==> config.mk <==
export PLATFORM = sky130hd
export DESIGN_NAME = reg_bank_arbiter
export DESIGN_NICKNAME = d
export VERILOG_FILES = /design/src/rtl/reg_bank_arbiter_pkg.sv /design/src/rtl/reg_bank_arbiter_reg_bank.sv /design/src/rtl/reg_bank_arbiter.sv
export SDC_FILE = /design/constraint.sdc
export NUM_CORES = 1
export LEC_CHECK = 0
export CAP_MARGIN = 20
export CORE_MARGIN = 2
export CORE_UTILIZATION = 45
export CTS_CLUSTER_DIAMETER = 100
export DETAILED_ROUTE_END_ITERATION = 10
export HOLD_SLACK_MARGIN = 0.15
export PLACE_DENSITY = 0.82
export SETUP_SLACK_MARGIN = 0.2
export SYNTH_ARGS = -nofsm -noshare
export SYNTH_HDL_FRONTEND = slang
export SYNTH_SLANG_ARGS = --single-unit
export TNS_END_PERCENT = 100
==> constraint.sdc <==
create_clock -name clk -period 1.87 [get_ports clk]
set_input_delay 0.187 -clock clk [delete_from_list [all_inputs] [get_ports clk]]
set_output_delay 0.187 -clock clk [all_outputs]
set_load 0.05 [all_outputs]
==> src/rtl/reg_bank_arbiter_pkg.sv <==
// reg_bank_arbiter_pkg: shared state encoding and round-robin pick for the register bank arbiter
package reg_bank_arbiter_pkg;
  localparam logic [1:0] ST_IDLE   = 2'd0;
  localparam logic [1:0] ST_ACCESS = 2'd1;
  localparam logic [1:0] ST_CLEAR  = 2'd2;
  function automatic logic [2:0] rr_pick(input logic [7:0] req, input logic [2:0] ptr, input logic [3:0] n);
    logic [3:0] idx;
    rr_pick = ptr;
    for (int i = 7; i >= 0; i--) begin
      idx = ({1'b0, ptr} + 4'(i)) % n;
      if (4'(i) < n && req[idx[2:0]]) rr_pick = idx[2:0];
    end
  endfunction
endpackage

==> src/rtl/reg_bank_arbiter_reg_bank.sv <==
// reg_bank: NREG x DW flop words with write port, per-entry synchronous clear and combinational read
module reg_bank #(
  parameter int DW   = 8,
  parameter int NREG = 4,
  parameter int AW   = 2
) (
  input  logic          clk,
  input  logic          rst,
  input  logic          we,
  input  logic [AW-1:0] addr,
  input  logic [DW-1:0] wdata,
  input  logic          clr,
  input  logic [AW-1:0] clr_idx,
  output logic [DW-1:0] rdata
);
  logic [DW-1:0] regs [NREG];
  always_ff @(posedge clk or negedge rst)
    if (!rst)
      for (int i = 0; i < NREG; i++) regs[i] <= '0;
    else
      for (int i = 0; i < NREG; i++)
        if (clr && clr_idx == AW'(i)) regs[i] <= '0;
        else if (we && addr == AW'(i)) regs[i] <= wdata;
  // addresses past NREG match no entry, so they read 0 and writes vanish
  always_comb begin
    rdata = '0;
    for (int i = 0; i < NREG; i++) if (addr == AW'(i)) rdata = regs[i];
  end
endmodule

==> src/rtl/reg_bank_arbiter.sv <==
// reg_bank_arbiter: round-robin access arbiter and sequenced clear for a shared register bank
module reg_bank_arbiter
  import reg_bank_arbiter_pkg::*;
#(
  parameter int NREQ = 4,
  parameter int DW   = 8,
  parameter int NREG = 4,
  parameter int AW   = 2
) (
  input  logic             clk,
  input  logic             rst,
  input  logic [NREQ-1:0]    req,
  input  logic [NREQ-1:0]    req_we,
  input  logic [NREQ*AW-1:0] req_addr,
  input  logic [NREQ*DW-1:0] req_wdata,
  input  logic             clr_req,
  output logic [NREQ-1:0]  gnt,
  output logic [DW-1:0]    rdata,
  output logic             busy,
  output logic             clr_done
);
  logic [1:0] state, state_n;
  logic [2:0] rr_ptr, win, pick;
  logic lat_we, sel_we, clr_pending, last;
  logic [AW-1:0] lat_addr, sel_addr, clr_idx;
  logic [DW-1:0] lat_wdata, sel_wdata, rdata_q, bank_rdata;
  assign pick = rr_pick(8'(req), rr_ptr, 4'(NREQ));
  assign last = clr_idx == AW'(NREG - 1);
  always_comb begin
    sel_we = 1'b0;
    sel_addr = '0;
    sel_wdata = '0;
    for (int i = 0; i < NREQ; i++)
      if (pick == 3'(i)) begin
        sel_we = req_we[i];
        sel_addr = req_addr[i*AW +: AW];
        sel_wdata = req_wdata[i*DW +: DW];
      end
  end
  always_ff @(posedge clk or negedge rst)
    if (!rst) state <= ST_IDLE;
    else state <= state_n;
  // a pending or fresh clear always wins over requests
  always_comb
    state_n = state == ST_IDLE ? ((clr_pending || clr_req) ? ST_CLEAR : |req ? ST_ACCESS : ST_IDLE)
            : (state == ST_CLEAR && !last) ? ST_CLEAR : ST_IDLE;
  always_comb begin
    gnt = '0;
    for (int i = 0; i < NREQ; i++) gnt[i] = state == ST_ACCESS && win == 3'(i);
    busy = state != ST_IDLE || clr_pending;
    rdata = (state == ST_ACCESS && !lat_we) ? bank_rdata : rdata_q;
  end
  always_ff @(posedge clk or negedge rst)
    if (!rst) begin
      rr_ptr <= '0;
      win <= '0;
      lat_we <= 1'b0;
      lat_addr <= '0;
      lat_wdata <= '0;
      clr_pending <= 1'b0;
      clr_idx <= '0;
      clr_done <= 1'b0;
      rdata_q <= '0;
    end else begin
      // only ACCESS can leave a clear waiting; IDLE consumes it and CLEAR absorbs repeats
      clr_pending <= state == ST_ACCESS && (clr_pending || clr_req);
      clr_done <= state == ST_CLEAR && last;
      clr_idx <= (state == ST_CLEAR && !last) ? clr_idx + 1'b1 : '0;
      rdata_q <= rdata;
      if (state == ST_IDLE && state_n == ST_ACCESS) begin
        win <= pick;
        lat_we <= sel_we;
        lat_addr <= sel_addr;
        lat_wdata <= sel_wdata;
      end
      if (state == ST_ACCESS) rr_ptr <= win == 3'(NREQ - 1) ? 3'd0 : win + 3'd1;
    end
  reg_bank #(.DW(DW), .NREG(NREG), .AW(AW)) u_bank (
    .clk(clk),
    .rst(rst),
    .we(state == ST_ACCESS && lat_we),
    .addr(lat_addr),
    .wdata(lat_wdata),
    .clr(state == ST_CLEAR),
    .clr_idx(clr_idx),
    .rdata(bank_rdata)
  );
endmodule

==> summary.txt, run 1 <==
Timing
  – Fmax achieved: 486 MHz
  – Slew @ Worst Pin: 0.503 ns
  – Final worst-path cycle share: 110%
  – RSZ-0062 raised after global routing: yes
  – Slew Limit Fails: 0
  – Setup Viol. Count Final: 8
  – Slew headroom: 66.4%
  – Final Worst Setup Slack: -0.188 ns
  – Setup TNS: -1.27 ns
  – Final hold vios: 0
  – Tmin final: approximately 2.1 ns
  – Skew final: roughly 0.009 ns

Clock network
  – Worst-path clk slew: about 0.070 ns
  – H-tree levels: 3
  – Maximum root-to-sink buffer count: 2
  – Clk Latency, worst-skew pair: 0.34 ns
  – CTS Root Buffer Type: clkbuf_8
  – Num Clock Sinks: 62
  – CTS tree: yes
  – Total CTS buffers: 9

Synth
  – Synth top cells by count: dfrtp_1, inv_1, a22o_1, nand2b_1, o211ai_1
  – Post-synthesis sequential area ratio: a little under half
  – Cell variety after synth: 45
  – Top post-synthesis cells by area: dfrtp_1, a22o_1, mux4_2
  – Ys Warns: 0
  – Ys async rst share: 100%
  – Post-synth top area share: between 40% and 50%
  – Mapped Cells: roughly 290
  – Post-Syn Nets: 346
  – Yosys top cell by area: dfrtp_1
  – Seq cells post-synth: 62
  – Netlist Area Pre-Place: 3280 sq um
  – Post-synth top flop: dfrtp_1
  – Count leader, synth: dfrtp_1
  – Post-synth EDFFs: 0
  – Mapped Avg Cell Area: 11.4 sq um

Placement
  – Final HPWL DP: 5.84 mm
  – PortBufs: between 60 and 70
  – Placed cells: 460
  – GPL Wtd Cong: 0.841
  – Area after DPL: about 4200 sq um

Worst setup path
  – Reg-to-Reg Start: rr_ptr[1]
  – CP max-delay cell: mux4_2
  – Slowest stage delay, CP: roughly 0.52 ns
  – Flop2flop setup slack: 0.10 ns
  – Crit-path max FO: 8
  – WS Path Type: flop to output pin
  – CP Data Arrival Time: 1.87 ns
  – Reg2reg path depth: 7
  – CP bufs+invs: 2
  – CP top delay family: multiplexers
  – Reg-to-reg critical path endpoint: lat_wdata[4]
  – Startpoint types: flop
  – Required time of the worst setup path: approximately 1.7 ns
  – Worst path cell trace: buf_12, mux4_2, mux2_4, buf_6
  – Crit end category: output pin

Global routing
  – Initial antenna violation count: 0
  – GRT Overall Usage: 23.0%
  – Pin count of the biggest net entering global routing: 37
  – Total grt overflow: 0
  – Vias in the first global route: between 2000 and 3000
  – First-pass GRT wire length: 13.8 mm

Power and ir drop
  – Internal power consumption: approximately 3.3 mW
  – Total power: 5.24 mW
  – Psw: around 1.9 mW
  – Sequential share of power: between 30% and 40%
  – Combinational share of power: 42.5%
  – Clock power share: about a fifth
  – VDD IR-drop max: 0.552 mV
  – PwrDens: 1130 nW/um^2
  – Net Sw Frac: 36.4%
  – Static Leak: between 2 and 2.5 nW

Status
  – Failing checks: setup timing
  – Status: complete, but fails checks

Detailed routing
  – Vias per inst: approximately 5.7
  – DR DRC count: 0
  – DR vias: 2742
  – Drt pass-1 iters: 6
  – Post-DRT Antenna Nets: 0
  – Starting DRT DRC Count: 149
  – Drt wl/cell: 17.2 um
  – Total length of routed wires: 8.32 mm

Final layout
  – Layout area overhead: 41.6%
  – Final net count: 442
  – Ant. Diodes: 0
  – Layout cells sized above 1: 26.5%
  – Non-Filler Instances: around 480
  – Design Area, Final: roughly 4600 sq um

Floorplanning
  – Die height: ~90 um
  – Ports: 65
  – Initial Util: 45.9%
  – Total core area: 7140 sq um
  – Die W: a little under 90 um
  – Full die area: 7980 sq um
  – FP Rows: 31

Flow run
  – Max-cap violations: 0

Worst hold path
  – Worst Hold Class: primary input to async pin
## per-layer routing
metal	track usage, %	wire length [um]	share of wire, %	vias to the layer above
li1	-	-	-	1271
met1	29.5	3560	43	1362
met2	38.3	4130	50	93
met3	4.34	442	5.3	16
met4	9.23	187	2.2	0
met5	0	0	0	-
## logic make-up after synthesis
kind of cell / count (synthesis) / synth area share (%)
mux: 16 / 8.24
compound gates: 96 / 23.8
flops: 62 / 47.3
simple gates: 62 / 11.8
fa+ha+maj: 8 / 3.05
buf+inv: 43 / 5.73
## worst reg2reg max path: stages, from the launching register on
cell and delay, ns:
dfrtp_2 0.45, nor3b_2 0.17, a211o_1 0.27, o22ai_4 0.21
buf_12 0.14, buf_16 0.11, o211ai_1 0.08, a32o_1 0.23
## registers in the layout (all words and copies together), names as in the netlist
signal and count:
clr_done 1, clr_idx 2, clr_pending 1, lat_addr 2, lat_wdata 8, lat_we 1, rdata_q 8, rr_ptr 2
state 2, u_bank.regs 32, win 3
## cell type report
| cell class | instances | area, sq um |
|---|---|---|
| clock buffers | 9 | 124 |
| clock inverters | 4 | 51.3 |
| fillers | 558 | 2490 |
| inverters | 27 | 101 |
| multi-input cells | 182 | 1640 |
| flip-flops and latches | 62 | 1550 |
| well taps | 99 | 124 |
| repair buffers | 101 | 1050 |
## metrics by stage
stage | setup slack [ns] | hold slack [ns] | utilization [%]
6_report | -0.188 | 0.228 | 65.1
5_1_grt | -0.252 | 0.257 | 65.1
4_1_cts | -0.210 | 0.226 | 64.0
3_5_place_dp | -0.105 | 0.0543 | 58.7
3_3_place_gp | -0.0721 | 0.0531 | 58.7
2_1_floorplan | -0.177 | -0.109 | -
## layout by cell type (no fill, tap or decap), types with 2 or more instances in the layout
cell type | Yosys | layout
nand2_1 | 9 | 8
buf_4 | 1 | 28
nor2_1 | 7 | 7
o2111ai_1 | 11 | 10
buf_12 | 0 | 7
nor2b_1 | 3 | 3
nor3b_4 | 2 | 4
a21oi_1 | 4 | 3
o21ai_1 | 2 | 2
a32o_1 | 11 | 11
inv_2 | 1 | 2
mux2_4 | 0 | 8
inv_1 | 26 | 25
mux4_2 | 8 | 8
o21a_1 | 11 | 11
nand3_1 | 10 | 10
o211ai_1 | 13 | 13
clkdlybuf4s50_1 | 0 | 49
a21oi_2 | 1 | 2
ha_1 | 8 | 8
buf_6 | 2 | 12
nand2b_1 | 13 | 12
a22o_1 | 24 | 24
dfrtp_2 | 0 | 2
nor3b_2 | 0 | 2
o21ai_0 | 11 | 11
dfrtp_1 | 62 | 60
clkbuf_8 | 0 | 9
## what timing repair did
item,CTS,global route
pin swaps,2,4
gates resized for setup,25,17
hold buffers,1,0
setup endpoints to repair,23,56
buffers inserted,8,1
endpoints found under the hold margin,62,0
gates cloned,1,0
## power groups by stage
stage / combinational, mW / sequential, mW / clock, mW
after floorplan: 1.25 / 1.83 / 0
after global placement: 1.79 / 1.92 / 0
after detailed placement: 1.84 / 1.94 / 0
after CTS: 2.14 / 1.90 / 1.12
after global routing: 2.43 / 1.96 / 1.17
final: 2.23 / 1.92 / 1.09
## how the worst max path moves through the flow
| stage | start | endpoint | slack (ns) | depth (start not counted) |
|---|---|---|---|---|
| after detailed placement | req[1] | lat_we | -0.10 | 7 |
| after global placement | req[1] | lat_wdata[3] | -0.07 | 7 |
| final | lat_addr[0] | rdata[1] | -0.19 | 4 |
| after CTS | lat_addr[0] | rdata[1] | -0.21 | 4 |
| after floorplan | state[1] | gnt[0] | -0.18 | 3 |
| after global routing | lat_addr[0] | rdata[1] | -0.25 | 4 |
Note: power is estimated with default switching activity, not from simulation.
==> run 2, diff against run 1 <==
==> constraint.sdc (replaced) <==
create_clock -name clk -period 2.39 [get_ports clk]
set_input_delay 0.239 -clock clk [delete_from_list [all_inputs] [get_ports clk]]
set_output_delay 0.239 -clock clk [all_outputs]
set_load 0.05 [all_outputs]
==> run 2 against run 1 <==
The run now ends clean. Critical path type unchanged. Cell count decreased by 3.5%. Worst hold slack improved by 0.21 ns. Clock power decreased by 18%. Critical endpoint is now rdata[3]. Clock-buffer cell count increased by 2.
==> summary.txt, run 2 (synthesis results as in run 1) <==
Status
  – Status: finished clean

Floorplanning
  – Full die area: 7980 sq um (unchanged)
  – Die height: 89.4 um (unchanged)
  – FP Rows: 31 (unchanged)
  – Ports: 65 (unchanged)
  – Die W: 89.4 um (unchanged)
  – Total core area: 7140 sq um (unchanged)
  – Initial Util: 45.9% (unchanged)

Clock network
  – Num Clock Sinks: 62 (unchanged)
  – CTS tree: yes
  – H-tree levels: 3 (unchanged)
  – Clk Latency, worst-skew pair: 0.34 ns (about the same)
  – CTS Root Buffer Type: clkbuf_8
  – Worst-path clk slew: 0.06 ns (about the same)
  – Maximum root-to-sink buffer count: 2 (unchanged)
  – Total CTS buffers: 9 (unchanged)

Worst setup path
  – Required time of the worst setup path: 2.15 ns (+0.47 ns)
  – Crit end category: output pin
  – Worst path cell trace: clkbuf_16, mux4_2, mux2_2, buf_4
  – CP top delay family: multiplexers
  – Slowest stage delay, CP: 0.49 ns (-0.03 ns)
  – WS Path Type: flop to output pin
  – Startpoint types: flop
  – CP bufs+invs: 2 (unchanged)
  – Reg-to-Reg Start: rr_ptr[1]
  – CP max-delay cell: mux4_2
  – Setup crit start: lat_addr[0]
  – Crit-path max FO: 5 (-3)
  – CP Data Arrival Time: 1.90 ns (+0.03 ns)

Timing
  – Final Worst Setup Slack: 0.248 ns (+0.437 ns)
  – Tmin final: approximately 2.1 ns
  – Fmax achieved: 467 MHz
  – Slew headroom: 51.8% (-15 points)
  – Setup TNS: 0 ns (+1.27 ns)
  – Final worst-path cycle share: approximately nine tenths
  – Slew @ Worst Pin: 0.723 ns (+0.220 ns)
  – Hold WS: 0.437 ns (+0.210 ns)
  – Slew Limit Fails: 0 (unchanged)
  – Skew final: 0.00757 ns (-0.00171 ns)
  – RSZ-0062 raised after global routing: yes
  – Final hold vios: 0 (unchanged)
  – Setup Viol. Count Final: 0 (-8)

Power and ir drop
  – Net Sw Frac: 36.8% (+0.30 points)
  – VDD IR-drop max: 0.439 mV (-20%)
  – Clock power share: 23.3% (+2.4 points)
  – Static Leak: 1.93 nW (-7.1%)
  – Combinational share of power: 36.6% (-5.9 points)
  – Psw: 1.41 mW (-26%)
  – PwrDens: 889 nW/um^2 (-21%)
  – Sequential share of power: 40.1% (+3.5 points)
  – Internal power consumption: 2.43 mW (-27%)

Final layout
  – Ant. Diodes: 0 (unchanged)
  – Register area: 1550 sq um (unchanged)
  – Most frequent cells in the layout: dfrtp_1, clkdlybuf4s50_1, inv_1
  – Top flop regs: u_bank.regs (32), lat_wdata (8), rdata_q (8)
  – Layout area overhead: 31.8%
  – Commonest non-fill, non-tap cell in the layout: dfrtp_1
  – Final Util: 60.5% (-4.5 points)
  – Number of flip-flops in the largest register: 32 (unchanged)
  – Layout cells sized above 1: 19.8% (-6.7 points)
  – Layout fillers: 611 (+9.5%)
  – Largest Register: u_bank.regs
  – Multi-input combinational cell area: 1550 sq um (-5.5%)
  – Final net count: 423 (-4.3%)

Flow run
  – Max-cap violations: 0 (unchanged)

Worst hold path
  – Worst Hold Class: primary input to async pin

Placement
  – PortBufs: 64 (unchanged)
  – Setup WS pre-CTS: 0.135 ns (+0.240 ns)
  – GPL Wtd Cong: 0.833 (-0.96%)
  – Final HPWL DP: 5.77 mm (-1.2%)

Detailed routing
  – DR vias: 2627 (-4.2%)
  – Vias per inst: 5.63 (-0.71%)
  – Total length of routed wires: 7.99 mm (-4.0%)
  – Drt pass-1 iters: 4 (-2)
  – DR DRC count: 0 (unchanged)
  – Post-DRT Antenna Nets: 0 (unchanged)
  – Drt wl/cell: 17.1 um (-0.56%)
  – Starting DRT DRC Count: 178 (+19%)

Global routing
  – GRT Overall Usage: 21.8% (-1.1 points)
  – Total grt overflow: 0 (unchanged)
  – Pin count of the biggest net entering global routing: 63 (+70%)
  – Initial antenna violation count: 0 (unchanged)
  – First-pass GRT wire length: 13.2 mm (-4.6%)
  – Vias in the first global route: 2702 (-5.1%)
-- run 2: path summary, 6_finish.rpt --
check	to	slack (ns)	cells past startpoint
setup / recovery	rdata[3]	0.25	4
hold / removal	u_bank.regs[24]	0.44	3
setup reg to reg	lat_wdata[1]	0.43	5
hold reg to reg	u_bank.regs[9]	0.50	1
max in group asynchronous	lat_addr[0]	1.67	3
min in group clk	u_bank.regs[9]	0.50	1
-- run 2: tightest hold or removal path, cell delays in order --
cell           delay (ns)
dlygate4sd3_1        0.52
buf_2                0.12
buf_12               0.29
-- run 2: final cells by class --
type / count / share of cell area [%]
sequential: 62 / 36.0
multi-input combinational: 182 / 36.0
tap: 99 / 2.87
clock inverter: 4 / 1.10
clock buffer: 11 / 3.27
inverter: 27 / 2.35
timing repair buffer: 82 / 18.5
-- run 2: metrics by stage --
step                      total power, mW  cells  instance area [sq um]
final                                3.84    467                   4320
after global routing                 4.08    467                   4320
after CTS                            3.78    464                   4260
after detailed placement             2.88    448                   4050
after global placement               2.81    448                   4050
after floorplan                      2.40    287                   3280
-- run 2: repair_timing --
action                                  in CTS  in global routing
buffers inserted                             0                  2
gates cloned                                 0                  1
endpoints found under the setup margin       9                  8
hold buffers                                 1                  0
endpoints found under the hold margin       62                  0
resized for setup                            3                  7
-- run 2: power groups by stage --
stage	sequential (mW)	combinational [mW]	clock (mW)
2_1_floorplan	1.43	0.967	0
3_3_place_gp	1.52	1.29	0
3_5_place_dp	1.54	1.34	0
4_1_cts	1.53	1.34	0.912
5_1_grt	1.57	1.55	0.965
6_report	1.54	1.40	0.895
-- run 2: metal layers --
metal | track usage (%) | up-vias | share of wire [%]
li1 | - | 1232 | -
met1 | 27.6 | 1293 | 43
met2 | 36.2 | 94 | 50
met3 | 7.11 | 8 | 6.2
met4 | 5.83 | 0 | 1.1
met5 | 0 | - | 0
==> run 3, diff against run 2 <==
--- a/config.mk
+++ b/config.mk
@@ -11,9 +11,9 @@
 export CTS_CLUSTER_DIAMETER = 100
 export DETAILED_ROUTE_END_ITERATION = 10
 export HOLD_SLACK_MARGIN = 0.15
-export PLACE_DENSITY = 0.82
+export PLACE_DENSITY = 0.71
 export SETUP_SLACK_MARGIN = 0.2
 export SYNTH_ARGS = -nofsm -noshare
 export SYNTH_HDL_FRONTEND = slang
 export SYNTH_SLANG_ARGS = --single-unit
-export TNS_END_PERCENT = 100
+export TNS_END_PERCENT = 10
==> run 3 against run 2 <==
Sequential power hardly changed. Clock-buffer cell count stayed put. Sequential cell count stayed put. Largest power group unchanged. Highest routed layer unchanged.
==> summary.txt, run 3 (synthesis results as in run 1) <==
Timing
  – Slew @ Worst Pin: 0.705 ns (-0.0178 ns)
  – Fmax achieved: 437 MHz (-6.3%)
  – RSZ-0062 raised after global routing: yes
  – Slew Limit Fails: 0 (unchanged)
  – Hold WS: 0.461 ns (+0.0240 ns)
  – Setup TNS: 0 ns (unchanged)
  – Final Worst Setup Slack: 0.104 ns (-0.144 ns)
  – Skew final: 0.00694 ns (-0.000632 ns)
  – Tmin final: 2.29 ns (+0.144 ns)
  – Slew headroom: 53.0% (+1.2 points)
  – Final worst-path cycle share: 95.7% (+6.0 points)
  – Final hold vios: 0 (unchanged)
  – Setup Viol. Count Final: 0 (unchanged)

Power and ir drop
  – Static Leak: 1.95 nW (+0.91%)
  – PwrDens: 922 nW/um^2 (+3.8%)
  – Sequential share of power: 38.3% (-1.8 points)
  – Combinational share of power: 32.7% (-3.9 points)
  – Net Sw Frac: 34.8% (-2.0 points)
  – Clock power share: 29.0% (+5.7 points)
  – Total power: 3.99 mW (+4.0%)
  – VDD IR-drop max: 0.323 mV (-26%)
  – Internal power consumption: 2.60 mW (+7.2%)
  – Psw: 1.39 mW (-1.5%)

Placement
  – Final HPWL DP: 5.56 mm (-3.5%)
  – PortBufs: 64 (unchanged)
  – Setup WS pre-CTS: 0.0679 ns (-0.0674 ns)
  – GPL Wtd Cong: 0.855 (+2.7%)
  – Placed cells: 450 (+0.45%)
  – Area after DPL: 4060 sq um (+0.19%)

Worst hold path
  – Worst Hold Class: primary input to async pin

Final layout
  – Layout area overhead: 32.1%
  – Number of flip-flops in the largest register: 32 (unchanged)
  – Final net count: 422 (-0.24%)
  – Register area: 1550 sq um (-0.16%)
  – Layout cells sized above 1: 18.5% (-1.4 points)
  – Commonest non-fill, non-tap cell in the layout: dfrtp_1
  – Largest Register: u_bank.regs
  – Non-Filler Instances: 467 (unchanged)
  – Ant. Diodes: 0 (unchanged)
  – Layout fillers: 588 (-3.8%)
  – Design Area, Final: 4330 sq um (+0.23%)
  – Final Util: 60.7% (+0.14 points)
  – Top flop regs: u_bank.regs (32), lat_wdata (8), rdata_q (8)
  – Multi-input combinational cell area: 1540 sq um (-0.89%)
  – Most frequent cells in the layout: dfrtp_1, clkdlybuf4s50_1, inv_1

Floorplanning
  – Total core area: 7140 sq um (unchanged)
  – Ports: 65 (unchanged)
  – Die W: 89.4 um (unchanged)
  – Full die area: 7980 sq um (unchanged)
  – FP Rows: 31 (unchanged)
  – Die height: 89.4 um (unchanged)
  – Initial Util: 45.9% (unchanged)

Detailed routing
  – Drt pass-1 iters: 4 (unchanged)
  – Starting DRT DRC Count: 164 (-7.9%)
  – Metal-1 WL: 3.70 mm (+8.5%)
  – Total length of routed wires: 7.67 mm (-4.0%)
  – Post-DRT Antenna Nets: 0 (unchanged)
  – DR DRC count: 0 (unchanged)
  – DR vias: 2570 (-2.2%)
  – Met2 wire len: 3.51 mm (-12%)
  – Max layer used: met4
  – Met3 wire length: 373 um (-24%)
  – Drt wl/cell: 16.4 um (-4.0%)
  – Vias per inst: 5.50 (-2.2%)

Global routing
  – GRT Overall Usage: 21.1% (-0.72 points)
  – Vias in the first global route: 2546 (-5.8%)
  – Total grt overflow: 0 (unchanged)
  – First-pass GRT wire length: 12.6 mm (-4.3%)
  – Pin count of the biggest net entering global routing: 35 (-44%)
  – Initial antenna violation count: 0 (unchanged)

Worst setup path
  – Setup crit start: lat_addr[0]
  – Setup crit end: rdata[7]
  – Reg2reg path depth: 5 (unchanged)
  – Crit end category: output pin
  – CP Data Arrival Time: 2.05 ns (+0.15 ns)
  – Startpoint types: flop
  – Flop2flop setup slack: 0.36 ns (-0.07 ns)
  – Reg-to-Reg Start: rr_ptr[1]
  – Crit-path max FO: 5 (unchanged)
  – WS Path Type: flop to output pin
  – Reg-to-reg critical path endpoint: lat_wdata[4]
  – Required time of the worst setup path: 2.15 ns (about the same)

Clock network
  – CTS Root Buffer Type: clkbuf_8
  – H-tree levels: 3 (unchanged)
  – Total CTS buffers: 9 (unchanged)
  – Clk Latency, worst-skew pair: 0.34 ns (about the same)
  – Worst-path clk slew: 0.07 ns (about the same)
  – Maximum root-to-sink buffer count: 2 (unchanged)
  – CTS tree: yes
  – Num Clock Sinks: 62 (unchanged)

Status
  – Status: finished clean

Flow run
  – Max-cap violations: 0 (unchanged)
run 3: cell count changes in the layout (fill, tap and decap cells not counted), sizes merged:
cell	delta
bufinv	+2
buf	-2
clkinvlp	+1
dlymetal6s2s	+1
clkinv	-2
clkdlybuf4s50	+1
clkbuf	-1
run 3: cell type report:
cell class                 count  area share (%)
tap                           99            2.86
multi-input combinational    182            35.5
inverter                      27            2.34
sequential                    62            35.8
clock buffer                  11            3.50
timing repair buffer          81            17.5
clock inverter                 5            2.43
run 3: timing repair:
action	in CTS	in global routing
pin swaps	0	0
gates resized for setup	1	1
hold buffers	1	0
setup endpoints to repair	11	11
hold endpoints to repair	28	0
setup buffers	0	0
run 3: worst min path at each step:
stage | end | slack, ns | cells past startpoint
floorplan | clr_done | -0.06 | 0
global placement | rdata_q[2] | 0.31 | 1
detailed placement | rdata_q[2] | 0.32 | 1
CTS | u_bank.regs[11] | 0.48 | 2
global route | u_bank.regs[31] | 0.51 | 1
finish | rdata_q[1] | 0.46 | 2
run 3: worst max-delay path, cell delays in order, from the launching register on:
cell and delay, ns:
dfrtp_1 0.49, buf_4 0.23, mux4_2 0.51, mux2_2 0.29, buf_4 0.19
run 3: power by group through the flow:
stage,logic (mW),registers (mW),clock network (mW)
6_report,1.31,1.53,1.16
3_5_place_dp,1.31,1.54,0
4_1_cts,1.31,1.53,1.18
2_1_floorplan,0.967,1.43,0
5_1_grt,1.44,1.57,1.23
3_3_place_gp,1.28,1.53,0
run 3: per-layer routing:
metal  global-route usage, %  vias to the layer above
li1                        -                     1230
met1                    28.5                     1251
met2                    33.0                       79
met3                    5.45                       10
met4                    7.60                        0
met5                       0                        -
